==> config.mk <==
export PLATFORM = sky130hd
export DESIGN_NAME = plot_arbiter
export DESIGN_NICKNAME = d
export VERILOG_FILES = /design/src/rtl/plot_arbiter_pkg.sv /design/src/rtl/plot_fifo.sv /design/src/rtl/plot_arbiter.sv
export SDC_FILE = /design/constraint.sdc
export NUM_CORES = 1
export LEC_CHECK = 0
export ABC_AREA = 1
export BUFFER_PORTS_ARGS = -buffer_cell sky130_fd_sc_hd__buf_2
export CAP_MARGIN = 20
export CELL_PAD_IN_SITES_DETAIL_PLACEMENT = 1
export CELL_PAD_IN_SITES_GLOBAL_PLACEMENT = 2
export CORE_MARGIN = 4
export CORE_UTILIZATION = 42
export DETAILED_ROUTE_END_ITERATION = 12
export HOLD_SLACK_MARGIN = 0.03
export PLACE_DENSITY = 0.88
export SLEW_MARGIN = 20
export SYNTH_ARGS = -nofsm -noshare
export SYNTH_HDL_FRONTEND = slang
export SYNTH_SLANG_ARGS = --single-unit
==> constraint.sdc <==
create_clock -name CLOCK_50 -period 4.9 [get_ports CLOCK_50]
set_clock_uncertainty 0.05 [all_clocks]
set_input_delay 0.735 -clock CLOCK_50 [delete_from_list [all_inputs] [get_ports CLOCK_50]]
set_output_delay 0.735 -clock CLOCK_50 [all_outputs]
set_load 0.01 [all_outputs]
==> src/rtl/plot_arbiter_pkg.sv <==
// rtl/plot_arbiter_pkg.sv - shared types and defaults for the plot arbiter.
package plot_arbiter_pkg;

  localparam int DEFAULT_SCREEN_W = 160;
  localparam int DEFAULT_SCREEN_H = 120;
  localparam int ENTRY_W          = 18;

  typedef enum logic [1:0] {
    ST_PASS  = 2'd0,
    ST_CLEAR = 2'd1,
    ST_DONE  = 2'd2
  } state_t;

  typedef struct packed {
    logic [7:0] x;
    logic [6:0] y;
    logic [2:0] colour;
  } plot_entry_t;

endpackage

==> src/rtl/plot_fifo.sv <==
// rtl/plot_fifo.sv - synchronous FIFO for one plot source; push while full is ignored.
module plot_fifo #(
  parameter int DEPTH = 4,
  parameter int WIDTH = 18
) (
  input  logic             clk_i,
  input  logic             rst_i,
  input  logic             push_i,
  input  logic [WIDTH-1:0] data_i,
  input  logic             pop_i,
  output logic [WIDTH-1:0] data_o,
  output logic             full_o,
  output logic             empty_o
);

  localparam int AW = $clog2(DEPTH);
  localparam logic [AW:0] CNT_FULL = (AW+1)'(DEPTH);

  logic [WIDTH-1:0] mem_q [DEPTH];
  logic [AW-1:0]    wr_q, wr_d, rd_q, rd_d;
  logic [AW:0]      cnt_q, cnt_d;
  logic             do_push, do_pop;

  assign full_o  = (cnt_q == CNT_FULL);
  assign empty_o = (cnt_q == '0);
  assign do_push = push_i && !full_o;
  assign do_pop  = pop_i && !empty_o;
  assign data_o  = mem_q[rd_q];

  always_comb begin
    wr_d  = wr_q;
    rd_d  = rd_q;
    cnt_d = cnt_q;
    if (do_push) wr_d = wr_q + AW'(1);
    if (do_pop)  rd_d = rd_q + AW'(1);
    case ({do_push, do_pop})
      2'b10:   cnt_d = cnt_q + (AW+1)'(1);
      2'b01:   cnt_d = cnt_q - (AW+1)'(1);
      default: cnt_d = cnt_q;
    endcase
  end

  always_ff @(posedge clk_i or posedge rst_i) begin
    if (rst_i) begin
      wr_q  <= '0;
      rd_q  <= '0;
      cnt_q <= '0;
    end else begin
      wr_q  <= wr_d;
      rd_q  <= rd_d;
      cnt_q <= cnt_d;
    end
  end

  // Storage needs no reset: occupancy alone decides what is valid.
  always_ff @(posedge clk_i) begin
    if (do_push) mem_q[wr_q] <= data_i;
  end

endmodule

==> src/rtl/plot_arbiter.sv <==
// rtl/plot_arbiter.sv - two-source pixel arbiter with full-screen clear sweep for a VGA adapter.
// Define PLOT_ARBITER_CLIP_EN to discard popped pixels that fall outside the screen.
module plot_arbiter
  import plot_arbiter_pkg::*;
#(
  parameter int FIFO_DEPTH = 4,
  parameter int SCREEN_W   = DEFAULT_SCREEN_W,
  parameter int SCREEN_H   = DEFAULT_SCREEN_H
) (
  input  logic       CLOCK_50,
  input  logic       reset,
  input  logic       clear_req,
  input  logic [2:0] clear_colour,
  input  logic       plot0,
  input  logic [7:0] x0,
  input  logic [6:0] y0,
  input  logic [2:0] colour0,
  input  logic       plot1,
  input  logic [7:0] x1,
  input  logic [6:0] y1,
  input  logic [2:0] colour1,
  output logic       ready0,
  output logic       ready1,
  output logic [7:0] x,
  output logic [6:0] y,
  output logic [2:0] colour,
  output logic       writeEn,
  output logic       busy,
  output logic       clear_done
);

  localparam logic [7:0] X_LAST = 8'(SCREEN_W - 1);
  localparam logic [6:0] Y_LAST = 7'(SCREEN_H - 1);
`ifdef PLOT_ARBITER_CLIP_EN
  localparam logic [8:0] X_LIM = 9'(SCREEN_W);
  localparam logic [7:0] Y_LIM = 8'(SCREEN_H);
`endif

  state_t      state_q, state_d;
  logic [7:0]  x_q, x_d, sx_q, sx_d;
  logic [6:0]  y_q, y_d, sy_q, sy_d;
  logic [2:0]  col_q, col_d, fill_q, fill_d;
  logic        we_q, we_d;
  logic        pop0, pop1, full0, full1, empty0, empty1, has_pop;
  plot_entry_t ent0, ent1, sel;

  plot_fifo #(.DEPTH(FIFO_DEPTH), .WIDTH(ENTRY_W)) u_fifo0 (
    .clk_i(CLOCK_50), .rst_i(reset), .push_i(plot0), .data_i({x0, y0, colour0}),
    .pop_i(pop0), .data_o(ent0), .full_o(full0), .empty_o(empty0)
  );

  plot_fifo #(.DEPTH(FIFO_DEPTH), .WIDTH(ENTRY_W)) u_fifo1 (
    .clk_i(CLOCK_50), .rst_i(reset), .push_i(plot1), .data_i({x1, y1, colour1}),
    .pop_i(pop1), .data_o(ent1), .full_o(full1), .empty_o(empty1)
  );

  assign ready0     = !full0;
  assign ready1     = !full1;
  assign x          = x_q;
  assign y          = y_q;
  assign colour     = col_q;
  assign writeEn    = we_q;
  assign busy       = (state_q == ST_CLEAR);
  assign clear_done = (state_q == ST_DONE);

  always_comb begin
    state_d = state_q;
    x_d     = x_q;
    y_d     = y_q;
    col_d   = col_q;
    we_d    = 1'b0;
    sx_d    = sx_q;
    sy_d    = sy_q;
    fill_d  = fill_q;
    pop0    = 1'b0;
    pop1    = 1'b0;
    has_pop = 1'b0;
    sel     = ent0;
    case (state_q)
      ST_PASS: begin
        if (clear_req) begin
          state_d = ST_CLEAR;
          fill_d  = clear_colour;
          sx_d    = '0;
          sy_d    = '0;
          x_d     = '0;
          y_d     = '0;
          col_d   = clear_colour;
          we_d    = 1'b1;
        end else if (!empty1) begin
          pop1    = 1'b1;
          has_pop = 1'b1;
          sel     = ent1;
        end else if (!empty0) begin
          pop0    = 1'b1;
          has_pop = 1'b1;
          sel     = ent0;
        end
        if (has_pop) begin
`ifdef PLOT_ARBITER_CLIP_EN
          if (({1'b0, sel.x} < X_LIM) && ({1'b0, sel.y} < Y_LIM)) begin
            x_d   = sel.x;
            y_d   = sel.y;
            col_d = sel.colour;
            we_d  = 1'b1;
          end
`else
          x_d   = sel.x;
          y_d   = sel.y;
          col_d = sel.colour;
          we_d  = 1'b1;
`endif
        end
      end
      ST_CLEAR: begin
        // sx/sy hold the pixel currently on the output port.
        if (sx_q == X_LAST && sy_q == Y_LAST) begin
          state_d = ST_DONE;
          sx_d    = '0;
          sy_d    = '0;
        end else begin
          if (sx_q == X_LAST) begin
            sx_d = '0;
            sy_d = sy_q + 7'd1;
          end else begin
            sx_d = sx_q + 8'd1;
          end
          x_d   = sx_d;
          y_d   = sy_d;
          col_d = fill_q;
          we_d  = 1'b1;
        end
      end
      default: state_d = ST_PASS;
    endcase
  end

  always_ff @(posedge CLOCK_50 or posedge reset) begin
    if (reset) begin
      state_q <= ST_PASS;
      x_q     <= '0;
      y_q     <= '0;
      col_q   <= '0;
      we_q    <= 1'b0;
      sx_q    <= '0;
      sy_q    <= '0;
      fill_q  <= '0;
    end else begin
      state_q <= state_d;
      x_q     <= x_d;
      y_q     <= y_d;
      col_q   <= col_d;
      we_q    <= we_d;
      sx_q    <= sx_d;
      sy_q    <= sy_d;
      fill_q  <= fill_d;
    end
  end

endmodule

* Yosys cells after proc, flatten, opt, wreduce, memory -nomap -nowiden
Memories as Yosys holds them, arrays and structs flattened. Index checks and enable logic that the tools add are counted. Widths: inputs -> output; s select.
Storage, ports and cells: bits in registers 53, bits in latches 0, RAM bits 144, memory bits (read-only) 0, bits of input ports 44, output and inout bits 23, memories 2
Operators by class: add/subtract/negate cells 10, multipliers 0, divide/modulo/power cells 0, $lt $le $gt $ge 0, equal/unequal tests 14, shifts and indexed selects 0, mux-type cells 43, bitwise gates (word level) 0, reduce and logical (&&, ||, !) cells 19
Memory list:
- u_fifo0.mem_q | depth 4, bits a word 18, rd ports 1, clocked after memory_dff 0, wr ports 1, RTL line plot_fifo.sv:19 | logic [WIDTH-1:0] mem_q [DEPTH];
- u_fifo1.mem_q | depth 4, bits a word 18, rd ports 1, clocked after memory_dff 0, wr ports 1, RTL line plot_fifo.sv:19
Operators with widths (count):
- $mux 8 | 5
- $mux 18 | 2
- $mux 7 | 5
- $pmux 8 s2 | 2
- $pmux 7 s2 | 2
- $pmux 3 s2 | 3
- $mux 1 | 17
- $mux 3 | 3
- $add 2x1->2 const B | 4
- $add 8x1->8 const B | 1
- $eq 8x8->1 const B | 1
- $add 7x1->7 const B | 1
- $eq 7x7->1 const B | 1
- $add 3x1->3 const B | 2
- $eq 2x1->1 const B | 3
- $eq 2x2->1 const B | 3
- $eq 3x3->1 const B | 2
- $logic_not 3->1 | 2
- $reduce_and 2->1 | 3
- $reduce_bool 2->1 | 3
- $sub 3x1->3 const B | 2
- $logic_and 1x1->1 | 5
- $logic_not 1->1 | 4
- $mux 2 | 2
- other kinds (7) | 8

* Longest topological paths before layout
Gate-level depths: netlist of the first run.
depth in word-level cells 8, gate-level depth with buffers 12

* Hierarchy
A second synthesis of the first run with hierarchy kept.
Unflattened totals: cells, all modules 851, area total of the unflattened synthesis 9012.4 sq um
Modules (own cells, without submodules):
- plot_fifo | times used 2, cells an instance 271, area an instance 3367.0 sq um
- plot_arbiter | times used 1, cells an instance 309, area an instance 2278.4 sq um

* Worst setup path after synthesis of the first run
OpenSTA, ideal clock, no wires.
path kind input port to flip-flop, start point input port clear_req, end point register u_fifo1.cnt_q[2], setup time 131 ps, data arrival time 2158 ps, data required time 4719 ps, setup slack 2561 ps, stages 11, cells stage by stage inv_1 -> nand2_2 -> inv_2 -> nand2_1 -> inv_1 -> ha_1 -> inv_1 -> fa_1 -> a21oi_1 -> o21ai_0 -> xor2_1
Between the ends: cells in the longest elaborated chain, start to end 5, elaborated cells on any way between the ends 7, those cells by class 2 x eq/ne; 3 x mux; 2 x reduce/logical
RTL lines:
- from (decl) | RTL line plot_arbiter.sv:12 | input logic clear_req,
- $mux 1 * | RTL line plot_arbiter.sv:81 | if (clear_req) begin
- $mux 1 * | RTL line plot_arbiter.sv:79 | case (state_q)
- $logic_and 1x1->1 * | RTL line plot_fifo.sv:27 | assign do_pop = pop_i && !empty_o;
- net u_fifo1.do_pop | RTL line plot_fifo.sv:22 | logic do_push, do_pop;
- $eq 2x1->1 / $eq 2x2->1 (equally long branches) | RTL line plot_fifo.sv:36 | case ({do_push, do_pop})
- $pmux 3 s2 / $reduce_bool 2->1 (equally long branches)
- to (signal assigned) | RTL line plot_fifo.sv:51 | cnt_q <= cnt_d;
- to (decl) | RTL line plot_fifo.sv:21 | logic [AW:0] cnt_q, cnt_d;
The timed path passes the listed nets; every way through them passes the cells marked *. A chain may end at the register's enable or synchronous reset.

* Worst setup path in the final report of the first run
start point register u_fifo1.cnt_q[0], end point register u_fifo1.cnt_q[2]
Between the ends: cells in the longest elaborated chain, start to end 7, elaborated cells on any way between the ends 15, those cells by class 2 x add/sub; 3 x eq/ne; 4 x mux; 6 x reduce/logical
RTL lines:
- $logic_not 3->1 * | RTL line plot_fifo.sv:25 | assign empty_o = (cnt_q == '0);
- $mux 1 | RTL line plot_arbiter.sv:90 | end else if (!empty1) begin
- $mux 1 | RTL line plot_arbiter.sv:81
- $mux 1 | RTL line plot_arbiter.sv:79
- $logic_and 1x1->1 * | RTL line plot_fifo.sv:27
- net u_fifo1.do_pop | RTL line plot_fifo.sv:22
- $eq 2x1->1 / $eq 2x2->1 (equally long branches) | RTL line plot_fifo.sv:36
- $pmux 3 s2 / $reduce_bool 2->1 (equally long branches)
Marks and branches as above.

==> results of run 1 <==
==> area by class of cell <==
type	count	share of cell area
inverters	63	0.0245
clock inverters	14	0.0137
repair buffers	79	0.0434
well taps	270	0.0343
clock buffers	18	0.0435
multi-input cells	550	0.268
flip-flops and latches	197	0.573
==> worst max-delay path, stage by stage (launching register included) <==
cell and delay [ps]:
dfrtp_1 390, inv_1 100, nand3_1 150, nand2_2 290, inv_2 350, nand2_1 160, inv_1 80, ha_1 140
inv_1 70, fa_1 390, a21oi_1 180, o21ai_0 120, xor2_1 150
==> report_power, final <==
part / switching, uW / internal [uW]
sequential: 1.60 / 1790
combinational: 42.6 / 18.5
clock: 656 / 674
total: 701 / 2480
==> cell families (layout without fill, tap and decap cells) <==
logic type / Yosys count / in the layout
adders and majority gates: 14 / 14
AOI/OAI and AO/OA: 65 / 65
DFF: 197 / 197
xor gates and xnor gates: 12 / 12
and+or+nand+nor: 459 / 459
buffers and inverters: 92 / 174
==> routing by layer <==
metal  vias to the layer above  part of all wire  global-route usage
met4                         0             0.016              0.0571
met5                         -                 0                   0
met3                        21             0.026              0.0265
met1                      3005              0.44               0.259
met2                        79              0.52               0.348
li1                       2925                 -                   -
==> how the worst min path moves through the flow <==
stage / to / start / depth (start not counted)
2_1_floorplan: fill_q[0]$_DFFE_PP0P_ / fill_q[0]$_DFFE_PP0P_ / 2
3_3_place_gp: fill_q[1]$_DFFE_PP0P_ / fill_q[1]$_DFFE_PP0P_ / 2
3_5_place_dp: fill_q[1]$_DFFE_PP0P_ / fill_q[1]$_DFFE_PP0P_ / 2
4_1_cts: fill_q[1]$_DFFE_PP0P_ / fill_q[1]$_DFFE_PP0P_ / 2
5_1_grt: u_fifo0.mem_q[3][1]$_DFFE_PP_ / colour0[1] / 1
6_report: y[2]$_DFFE_PP0P_ / y[2]$_DFFE_PP0P_ / 2
==> state kept, by name, indices dropped and copies added, names as in the netlist <==
register and cells:
u_fifo0.rd_q 2, sx_q 8, u_fifo1.mem_q 72, fill_q 3, u_fifo1.wr_q 2, u_fifo0.cnt_q 3
u_fifo1.cnt_q 3, state_q 2, u_fifo0.mem_q 72, colour 3, writeEn 1, u_fifo1.rd_q 2
x 8, sy_q 7, u_fifo0.wr_q 2, y 7
==> metrics by stage <==
step           total power, uW  setup slack, ps  hold slack (ps)  instances
2_1_floorplan             1850             2560              393        839
3_3_place_gp              1890             1900              405       1159
3_5_place_dp              1890             1820              411       1159
4_1_cts                   3220             2150              432       1191
5_1_grt                   3310             1920              445       1191
6_report                  3190             2140              434       1191
==> synth_stat cells, types with 3 or more instances <==
cell type and number:
a21oi_1 10, o21ai_1 8, edfxtp_1 144, o21ai_0 38, nand2_1 248, o211ai_1 9, ha_1 12, inv_2 8
inv_1 53, dfrtp_1 53, buf_4 3, xor2_1 10, nand2_2 13, nand3_1 96, nor2_1 85, buf_2 14
clkbuf_1 11
==> results.py, run 1 <==
metrics = {
    "clock_tree": {
        "cts_resized": 0,
        "cts_sinks": 197,
        "cts_buffers": 17,
        "clk-insertion-delay-late_ps": 430,
        "cts_buffer_depth": 2,
        "hold_buffers": 0,
        "h-tree-depth": 4,
        "postCtsSetupBuffers": 0,
        "cts_tree": "yes",
        "clk_pin_slew_ps": 80,
        "cts_root_buffer": "clkbuf_16",
    },
    "route": {
        "routed_wl_um": 21400,
        "vias_per_cell": 5.06,
        "post_drt_wl_per_cell_um": 18.0,
        "first_pass_iters": 5,
        "antenna_left": 0,
        "drc": 0,
        "drt_iter0_drc": 463,
        "vias": 6030,
    },
    "synth": {
        "synth_top_family_by_area": "simple AND/OR/NAND/NOR gates",
        "ys_types": 34,
        "synth-edff-count": 144,
        "synth_ff_type": "edfxtp_1",
        "yosys_warnings": 0,
        "synth-compound-area-share": 0.0401,
        "synth_top_area_frac": 0.498,
        "synth_adder_area_share": 0.0219,
        "synth.area.mux_share": 0,
        "synthTopCellsByArea": "edfxtp_1 50%, dfrtp_1 15%, nand2_1 11%",
        "syn_nets": 897,
        "ys_seq_area_frac": 0.651,
        "synth_top_area_cell": "edfxtp_1",
        "syn_area_per_cell_sq_um": 10.3,
        "synth-simple-area-share": 0.230,
        "synth_xor_xnor_area_share": 0.0121,
        "synthesis.area_sq_mm": 0.00868,
        "async_reset_ff_frac": 0.269,
        "ys_ff_latch": 197,
        "synth_cells": 839,
    },
    "sta": {
        "finalSetupTns_ps": 0,
        "drv_slew": 0,
        "worst_slew_pin_slew_ps": 941,
        "min_period_ps": 2760,
        "fin_crit_sh": 0.564,
        "max_freq_mhz": 362,
        "hold_violations": 0,
        "rsz0062_at_grt": "false",
        "finalSetupViolations": 0,
        "max_slew_margin": 0.370,
    },
    "floorplanning": {
        "start_util": 0.428,
        "die_h_um": 152,
        "dieWidth_um": 152,
        "core.rowCount": 52,
        "die_area_sq_mm": 0.0230,
        "io_pins": 67,
        "core_area_sq_mm": 0.0203,
    },
    "finish": {
        "area_delta_synth_final_pct": 13.5,
        "n_fill_cell": 2295,
        "fin_util": 0.486,
        "drive_above_1_share": 0.157,
        "antenna_cells": 0,
        "layout_commonest_cell": "nand2_1",
        "nNetsFinal": 966,
        "multi_input_area_sq_mm": 0.00264,
        "layout.area.seq_sq_mm": 0.00565,
        "final_cell_mix": "248 x nand2_1, 144 x edfxtp_1, 96 x nand3_1",
        "final_area_sq_mm": 0.00986,
    },
    "global_route": {
        "grt_use_total": 0.198,
        "grt_max_degree": 54,
        "grt_antenna_before_repair": 0,
        "grt_pass1_vias": 6322,
        "grt.overflow.total": 0,
        "grt_pass1_wl_um": 34300,
    },
    "worst_setup_path": {
        "path_class": "reg2reg",
        "cp.arrival_ps": 3020,
        "crit_end": "u_fifo1.cnt_q[2]$_DFFE_PP0P_",
        "end_kind": "register",
        "path_max_fanout": 19,
        "worstSetupStartpoint": "u_fifo1.cnt_q[0]$_DFFE_PP0P_",
        "rr_worst_depth": 12,
        "startpoint_type": "register",
        "required_ps": 5150,
        "regToRegStartpoint": "u_fifo1.cnt_q[0]$_DFFE_PP0P_",
        "ff2ff_setup_slack_ps": 2140,
        "worstReg2RegEnd": "u_fifo1.cnt_q[2]$_DFFE_PP0P_",
    },
    "placed_design": {
        "dpl.hpwl_um": 14400,
        "place_congestion": 0.762,
        "io_buffers": 66,
        "place_area_sq_mm": 0.00930,
    },
    "hold_path": {
        "hold_class": "reg2reg",
    },
    "pwr": {
        "p_leak_uw": 0.00420,
        "power_density_mw_per_mm2": 323,
        "ir_drop_mv": 0.246,
    },
    "job": {
        "max_cap_violations": 0,
    },
    "outcome": {
        "outcome": "finished, final reports clean",
    },
}
Note: power is estimated with default switching activity, not from simulation.
==> run 2: changes to the inputs <==
--- a/config.mk
+++ b/config.mk
@@ -11,10 +11,10 @@
 export CELL_PAD_IN_SITES_DETAIL_PLACEMENT = 1
 export CELL_PAD_IN_SITES_GLOBAL_PLACEMENT = 2
 export CORE_MARGIN = 4
-export CORE_UTILIZATION = 42
+export CORE_UTILIZATION = 39
 export DETAILED_ROUTE_END_ITERATION = 12
 export HOLD_SLACK_MARGIN = 0.03
-export PLACE_DENSITY = 0.88
+export PLACE_DENSITY = 0.83
 export SLEW_MARGIN = 20
 export SYNTH_ARGS = -nofsm -noshare
 export SYNTH_HDL_FRONTEND = slang
==> constraint.sdc (replaced) <==
create_clock -name CLOCK_50 -period 2.6 [get_ports CLOCK_50]
set_clock_uncertainty 0.05 [all_clocks]
set_input_delay 0.39 -clock CLOCK_50 [delete_from_list [all_inputs] [get_ports CLOCK_50]]
set_output_delay 0.39 -clock CLOCK_50 [all_outputs]
set_load 0.01 [all_outputs]
==> run 2 against run 1 <==
Effect of this change:
- core utilization fell by 3.2 points
- routed wire length grew 1.6%
- sequential share of layout area fell by 0.46 points
- critical path type unchanged
- highest routed layer is now met5
==> results.py, run 2 (same netlist as run 1, synthesis figures left out) <==
metrics = {
    "route": {
        "wl_met3_um": 849,
        "vias_per_cell": 4.94,
        "wl_met1_um": 9370,
        "antenna_left": 0,
        "drc": 0,
        "vias": 5968,
        "top_layer": "met5",
        "wl_met2_um": 11200,
        "drt_iter0_drc": 302,
        "first_pass_iters": 4,
        "routed_wl_um": 21800,
        "post_drt_wl_per_cell_um": 18.0,
    },
    "sta": {
        "finalSetupViolations": 0,
        "finalSetupTns_ps": 0,
        "rsz0062_at_grt": "false",
        "max_slew_margin": 0.522,
        "hold_violations": 0,
        "worst_slew_pin_slew_ps": 716,
        "min_period_ps": 2160,
        "max_freq_mhz": 463,
        "setup_ws_ps": 439,
        "fin_crit_sh": 0.831,
        "drv_slew": 0,
    },
    "finish": {
        "final_area_sq_mm": 0.00994,
        "final_cell_mix": "248 x nand2_1, 144 x edfxtp_1, 96 x nand3_1",
        "layout_commonest_cell": "nand2_1",
        "nNetsFinal": 973,
        "area_delta_synth_final_pct": 14.5,
        "drive_above_1_share": 0.162,
        "antenna_cells": 0,
        "largestRegisters": "u_fifo0.mem_q x72, u_fifo1.mem_q x72",
    },
    "clock_tree": {
        "cts_buffers": 17,
        "cts_buffer_depth": 2,
        "cts_sinks": 197,
        "postCtsSetupBuffers": 0,
        "cts_tree": "yes",
        "hold_buffers": 0,
        "clk_pin_slew_ps": 70,
        "cts_resized": 0,
        "h-tree-depth": 4,
        "clk-insertion-delay-late_ps": 440,
        "cts_root_buffer": "clkbuf_16",
    },
    "placed_design": {
        "place_congestion": 0.755,
        "place_area_sq_mm": 0.00936,
        "dp_slack_ps": 416,
        "io_buffers": 66,
        "dpl.hpwl_um": 14700,
    },
    "worst_setup_path": {
        "required_ps": 2870,
        "end_kind": "register",
        "cpMaxStageDelayCell": "fa_1",
        "path_max_fanout": 3,
        "crit_path_max_incr_delay_ps": 390,
        "worstReg2RegEnd": "u_fifo0.cnt_q[2]$_DFFE_PP0P_",
        "startpoint_type": "register",
        "critPathBufInv": 3,
        "rr_worst_depth": 11,
        "cpMostUsedCell": "inv_1",
        "cp_top_family": "adder cells",
        "path_class": "reg2reg",
        "crit_chain": "inv_1 > nand2_1 > nor2_1 > nand3_1 > inv_1 > ha_1 > inv_1 > fa_1 > a21oi_1 > o21ai_0 > xor2_1",
        "worstSetupStartpoint": "state_q[0]$_DFFE_PP0P_",
        "cp.arrival_ps": 2430,
        "ff2ff_setup_slack_ps": 440,
        "regToRegStartpoint": "state_q[0]$_DFFE_PP0P_",
    },
    "global_route": {
        "grt_pass1_vias": 6273,
        "grt_antenna_before_repair": 1,
        "grt_pass1_wl_um": 34100,
        "grt_use_total": 0.184,
        "grt_max_degree": 54,
        "grt.overflow.total": 0,
    },
    "floorplanning": {
        "start_util": 0.397,
        "io_pins": 67,
        "die_h_um": 157,
        "dieWidth_um": 157,
        "die_area_sq_mm": 0.0247,
        "core_area_sq_mm": 0.0219,
        "core.rowCount": 54,
    },
    "pwr": {
        "p_leak_uw": 0.00424,
        "ir_drop_mv": 0.410,
        "power_density_mw_per_mm2": 615,
    },
    "outcome": {
        "outcome": "finished, final reports clean",
    },
    "job": {
        "max_cap_violations": 0,
    },
    "hold_path": {
        "hold_class": "in2async",
    },
}
==> run 2: cell types whose count changed in the layout (fill, tap and decap cells not counted), sizes merged <==
cell,change
buf,+7
bufinv,+2
clkbuf,+2
clkinv,-2
inv,-2
==> run 2: cell type report <==
cell class | count | area, sq um
inverter | 63 | 241
clock inverter | 12 | 143
tap | 280 | 350
multi-input combinational | 550 | 2640
sequential | 197 | 5650
clock buffer | 20 | 437
timing repair buffer | 86 | 480
fill | 2444 | 12000
==> run 2: worst max path at each step <==
| stage | end | slack [ps] | cells after the start |
|---|---|---|---|
| after floorplan | u_fifo1.cnt_q[2]$_DFFE_PP0P_ | 540 | 12 |
| after global placement | u_fifo0.cnt_q[2]$_DFFE_PP0P_ | 520 | 11 |
| after detailed placement | u_fifo0.cnt_q[2]$_DFFE_PP0P_ | 420 | 11 |
| after CTS | u_fifo0.cnt_q[2]$_DFFE_PP0P_ | 400 | 11 |
| after global routing | u_fifo0.cnt_q[2]$_DFFE_PP0P_ | 180 | 11 |
| final | u_fifo0.cnt_q[2]$_DFFE_PP0P_ | 440 | 11 |
==> run 2: worst register-to-register path, delay by kind of cell, from the launching register on <==
kind                     cells  cell delay, ps
AO/OA/AOI/OAI                2             260
XOR/XNOR                     1             150
adder cells (fa/ha/maj)      2             530
buffers and inverters        3             290
flip-flops                   1             380
AND/OR/NAND/NOR              3             400
==> run 2: routing by layer <==
layer / GRT usage / vias to the layer above
met5: 0 / -
met4: 0.0524 / 2
met3: 0.0341 / 26
met2: 0.323 / 97
met1: 0.233 / 2904
li1: - / 2939
==> run 2: metrics by stage <==
step / utilization / std cells / hold slack, ps / total power, uW
floorplan: - / 839 / 393 / 3490
global placement: 0.428 / 1176 / 408 / 3570
detailed placement: 0.428 / 1176 / 410 / 3570
CTS: 0.454 / 1208 / 89.5 / 6200
global route: 0.454 / 1208 / 91.8 / 6350
finish: 0.454 / 1208 / 110 / 6120
==> run 2: power by group <==
part	internal, uW	switching, uW
clock network	1440	1170
logic	37.0	85.1
registers	3380	3.13
total	4850	1260
==> run 3: changes to the inputs <==
--- a/config.mk
+++ b/config.mk
@@ -11,10 +11,10 @@
 export CELL_PAD_IN_SITES_DETAIL_PLACEMENT = 1
 export CELL_PAD_IN_SITES_GLOBAL_PLACEMENT = 2
 export CORE_MARGIN = 4
-export CORE_UTILIZATION = 39
+export CORE_UTILIZATION = 35
 export DETAILED_ROUTE_END_ITERATION = 12
 export HOLD_SLACK_MARGIN = 0.03
-export PLACE_DENSITY = 0.83
+export PLACE_DENSITY = 0.79
 export SLEW_MARGIN = 20
 export SYNTH_ARGS = -nofsm -noshare
 export SYNTH_HDL_FRONTEND = slang
==> constraint.sdc (replaced) <==
create_clock -name CLOCK_50 -period 1.9 [get_ports CLOCK_50]
set_clock_uncertainty 0.05 [all_clocks]
set_input_delay 0.285 -clock CLOCK_50 [delete_from_list [all_inputs] [get_ports CLOCK_50]]
set_output_delay 0.285 -clock CLOCK_50 [all_outputs]
set_load 0.01 [all_outputs]
==> run 3 against run 2 <==
Effect of this change:
- the run now ends with setup timing left
- critical path depth decreased by 2
- combinational power increased by 97%
- global-route usage decreased by 0.79 points
- flip-flop and latch count unchanged
- routed wire length increased by 5.5%
- non-clock buffer count increased by 76
- power increased by 38%
- sequential power increased by 37%
- core utilization decreased by 0.65 points
- final area increased by 9.8%
- clock power increased by 36%
- sequential share of layout area decreased by 5.1 points
- highest routed layer is now met4
==> results.py, run 3 (same netlist as run 1, synthesis figures left out) <==
metrics = {
    "finish": {
        "layout_commonest_cell": "nand2_1",
        "drive_above_1_share": 0.213,
        "largestRegisters": "u_fifo0.mem_q x72, u_fifo1.mem_q x72",
        "final_cell_mix": "244 x nand2_1, 144 x edfxtp_1, 94 x nand3_1",
        "antenna_cells": 0,
        "final_area_sq_mm": 0.0109,
        "nNetsFinal": 1049,
        "area_delta_synth_final_pct": 25.7,
    },
    "clock_tree": {
        "cts_tree": "yes",
        "cts_buffer_depth": 2,
        "cts_sinks": 197,
        "cts_buffers": 17,
        "clk_pin_slew_ps": 70,
        "h-tree-depth": 4,
        "cts_root_buffer": "clkbuf_16",
        "clk-insertion-delay-late_ps": 440,
    },
    "pwr": {
        "p_leak_uw": 0.00462,
        "p_int_uw": 6590,
        "pwr-share-clk": 0.421,
        "power.total_uw": 8410,
        "ir_drop_mv": 0.445,
        "power_density_mw_per_mm2": 771,
        "pwr-share-comb": 0.029,
        "swShare": 0.217,
        "switchingPower_uw": 1830,
        "seq_power_share": 0.550,
    },
    "worst_setup_path": {
        "rr_worst_depth": 9,
        "required_ps": 2180,
        "end_kind": "register",
        "cp.arrival_ps": 2240,
        "path_max_fanout": 3,
        "cpMostUsedCell": "inv_2",
        "startpoint_type": "register",
        "cp_top_family": "adder cells",
        "critPathBufInv": 2,
        "path_depth": 9,
        "crit_chain": "nor3_2 > nand3_2 > inv_2 > ha_4 > inv_2 > fa_2 > a21oi_2 > o21ai_1 > xor2_1",
        "path_class": "reg2reg",
        "crit_path_max_incr_delay_ps": 420,
        "cpMaxStageDelayCell": "dfrtp_1",
    },
    "job": {
        "max_cap_violations": 0,
    },
    "sta": {
        "max_freq_mhz": 509,
        "fin_crit_sh": 1.03,
        "max_slew_margin": 0.625,
        "hold_violations": 0,
        "drv_slew": 0,
        "worst_slew_pin_slew_ps": 562,
        "finalSetupViolations": 2,
        "min_period_ps": 1960,
        "rsz0062_at_grt": "true",
        "setup_ws_ps": -64.1,
    },
    "global_route": {
        "grt_pass1_wl_um": 36200,
        "grt_use_total": 0.176,
        "grt_max_degree": 54,
        "grtUsageMet3": 0.0285,
        "grt.overflow.total": 0,
        "grt_pass1_vias": 6619,
        "grt_busiest_layer": "met2",
        "met2_usage": 0.308,
        "grtUsageMet1": 0.226,
        "grt_antenna_before_repair": 0,
    },
    "placed_design": {
        "place_area_sq_mm": 0.00976,
        "dpl.hpwl_um": 14900,
        "place_congestion": 0.770,
        "io_buffers": 66,
    },
    "floorplanning": {
        "start_util": 0.356,
        "io_pins": 67,
        "core.rowCount": 57,
        "dieWidth_um": 166,
        "core_area_sq_mm": 0.0244,
        "die_area_sq_mm": 0.0274,
        "die_h_um": 166,
    },
    "hold_path": {
        "hold_class": "in2reg",
        "holdPathStages": 1,
    },
    "route": {
        "first_pass_iters": 4,
        "routed_wl_um": 23000,
        "antenna_left": 0,
        "vias_per_cell": 4.73,
        "vias": 6274,
        "drt_iter0_drc": 323,
        "post_drt_wl_per_cell_um": 17.3,
        "drc": 0,
    },
    "outcome": {
        "outcome": "finished with violations",
        "violations": "setup timing",
    },
}
run 3: cell types whose count changed in the layout (fill, tap and decap cells not counted), sizes merged:
cell         delta
buf            +38
dlygate4sd3    +38
clkbuf          -2
bufinv          -1
clkinv          +1
inv             +1
run 3: per-layer routing:
metal / part of all wire / routed length, um
met5: 0 / 0
met1: 0.43 / 9870
met2: 0.52 / 11900
met4: 0.017 / 386
met3: 0.035 / 813
run 3: layout make-up:
| class | count | area (sq um) |
|---|---|---|
| clock inverter | 13 | 145 |
| fill | 2723 | 13500 |
| timing repair buffer | 162 | 1300 |
| inverter | 63 | 246 |
| multi-input combinational | 550 | 2740 |
| tap | 324 | 405 |
| clock buffer | 18 | 429 |
| sequential | 197 | 5650 |
run 3: worst reg2reg max path, cell delays in order (launching register included):
cell     delay [ps]
dfrtp_1         420
nor3_2          250
nand3_2         110
inv_2           100
ha_4            130
inv_2            40
fa_2            390
a21oi_2         120
o21ai_1          80
xor2_1          140
run 3: path summary, 6_finish.rpt:
check,startpoint,endpoint,slack (ps)
max,u_fifo1.cnt_q[2]$_DFFE_PP0P_,u_fifo0.cnt_q[2]$_DFFE_PP0P_,-60
min,y0[5],u_fifo0.mem_q[0][8]$_DFFE_PP_,60
max reg2reg,u_fifo1.cnt_q[2]$_DFFE_PP0P_,u_fifo0.cnt_q[2]$_DFFE_PP0P_,-60
min reg2reg,y[5]$_DFFE_PP0P_,y[5]$_DFFE_PP0P_,430
max in group asynchronous,reset,sx_q[5]$_DFFE_PP0P_,1130
min in group asynchronous,reset,y[2]$_DFFE_PP0P_,400
run 3: what timing repair did:
action / in CTS / in global routing
setup endpoints to repair: 5 / 15
buffers inserted: 5 / 8
hold buffers: 37 / 1
resized for setup: 16 / 20
pin swaps: 6 / 8
hold endpoints to repair: 184 / 4
run 3: power groups by stage:
stage / registers (uW) / clock network [uW] / logic, uW
2_1_floorplan: 4720 / 0 / 51.8
3_3_place_gp: 4720 / 0 / 175
5_1_grt: 4630 / 3850 / 264
6_report: 4630 / 3540 / 240
3_5_place_dp: 4720 / 0 / 178
4_1_cts: 4630 / 3630 / 238
run 3: per-stage QoR:
step	util	std cells	TNS, ps	setup WS (ps)	hold WS (ps)
floorplan	-	839	-11480	-118	334
global placement	0.400	1245	-92.5	-50.3	322
detailed placement	0.400	1245	-256	-114	320
CTS	0.442	1318	-27.1	-17.3	34.3
global route	0.448	1327	-377	-169	39.2
finish	0.448	1327	-71.6	-64.1	56.8
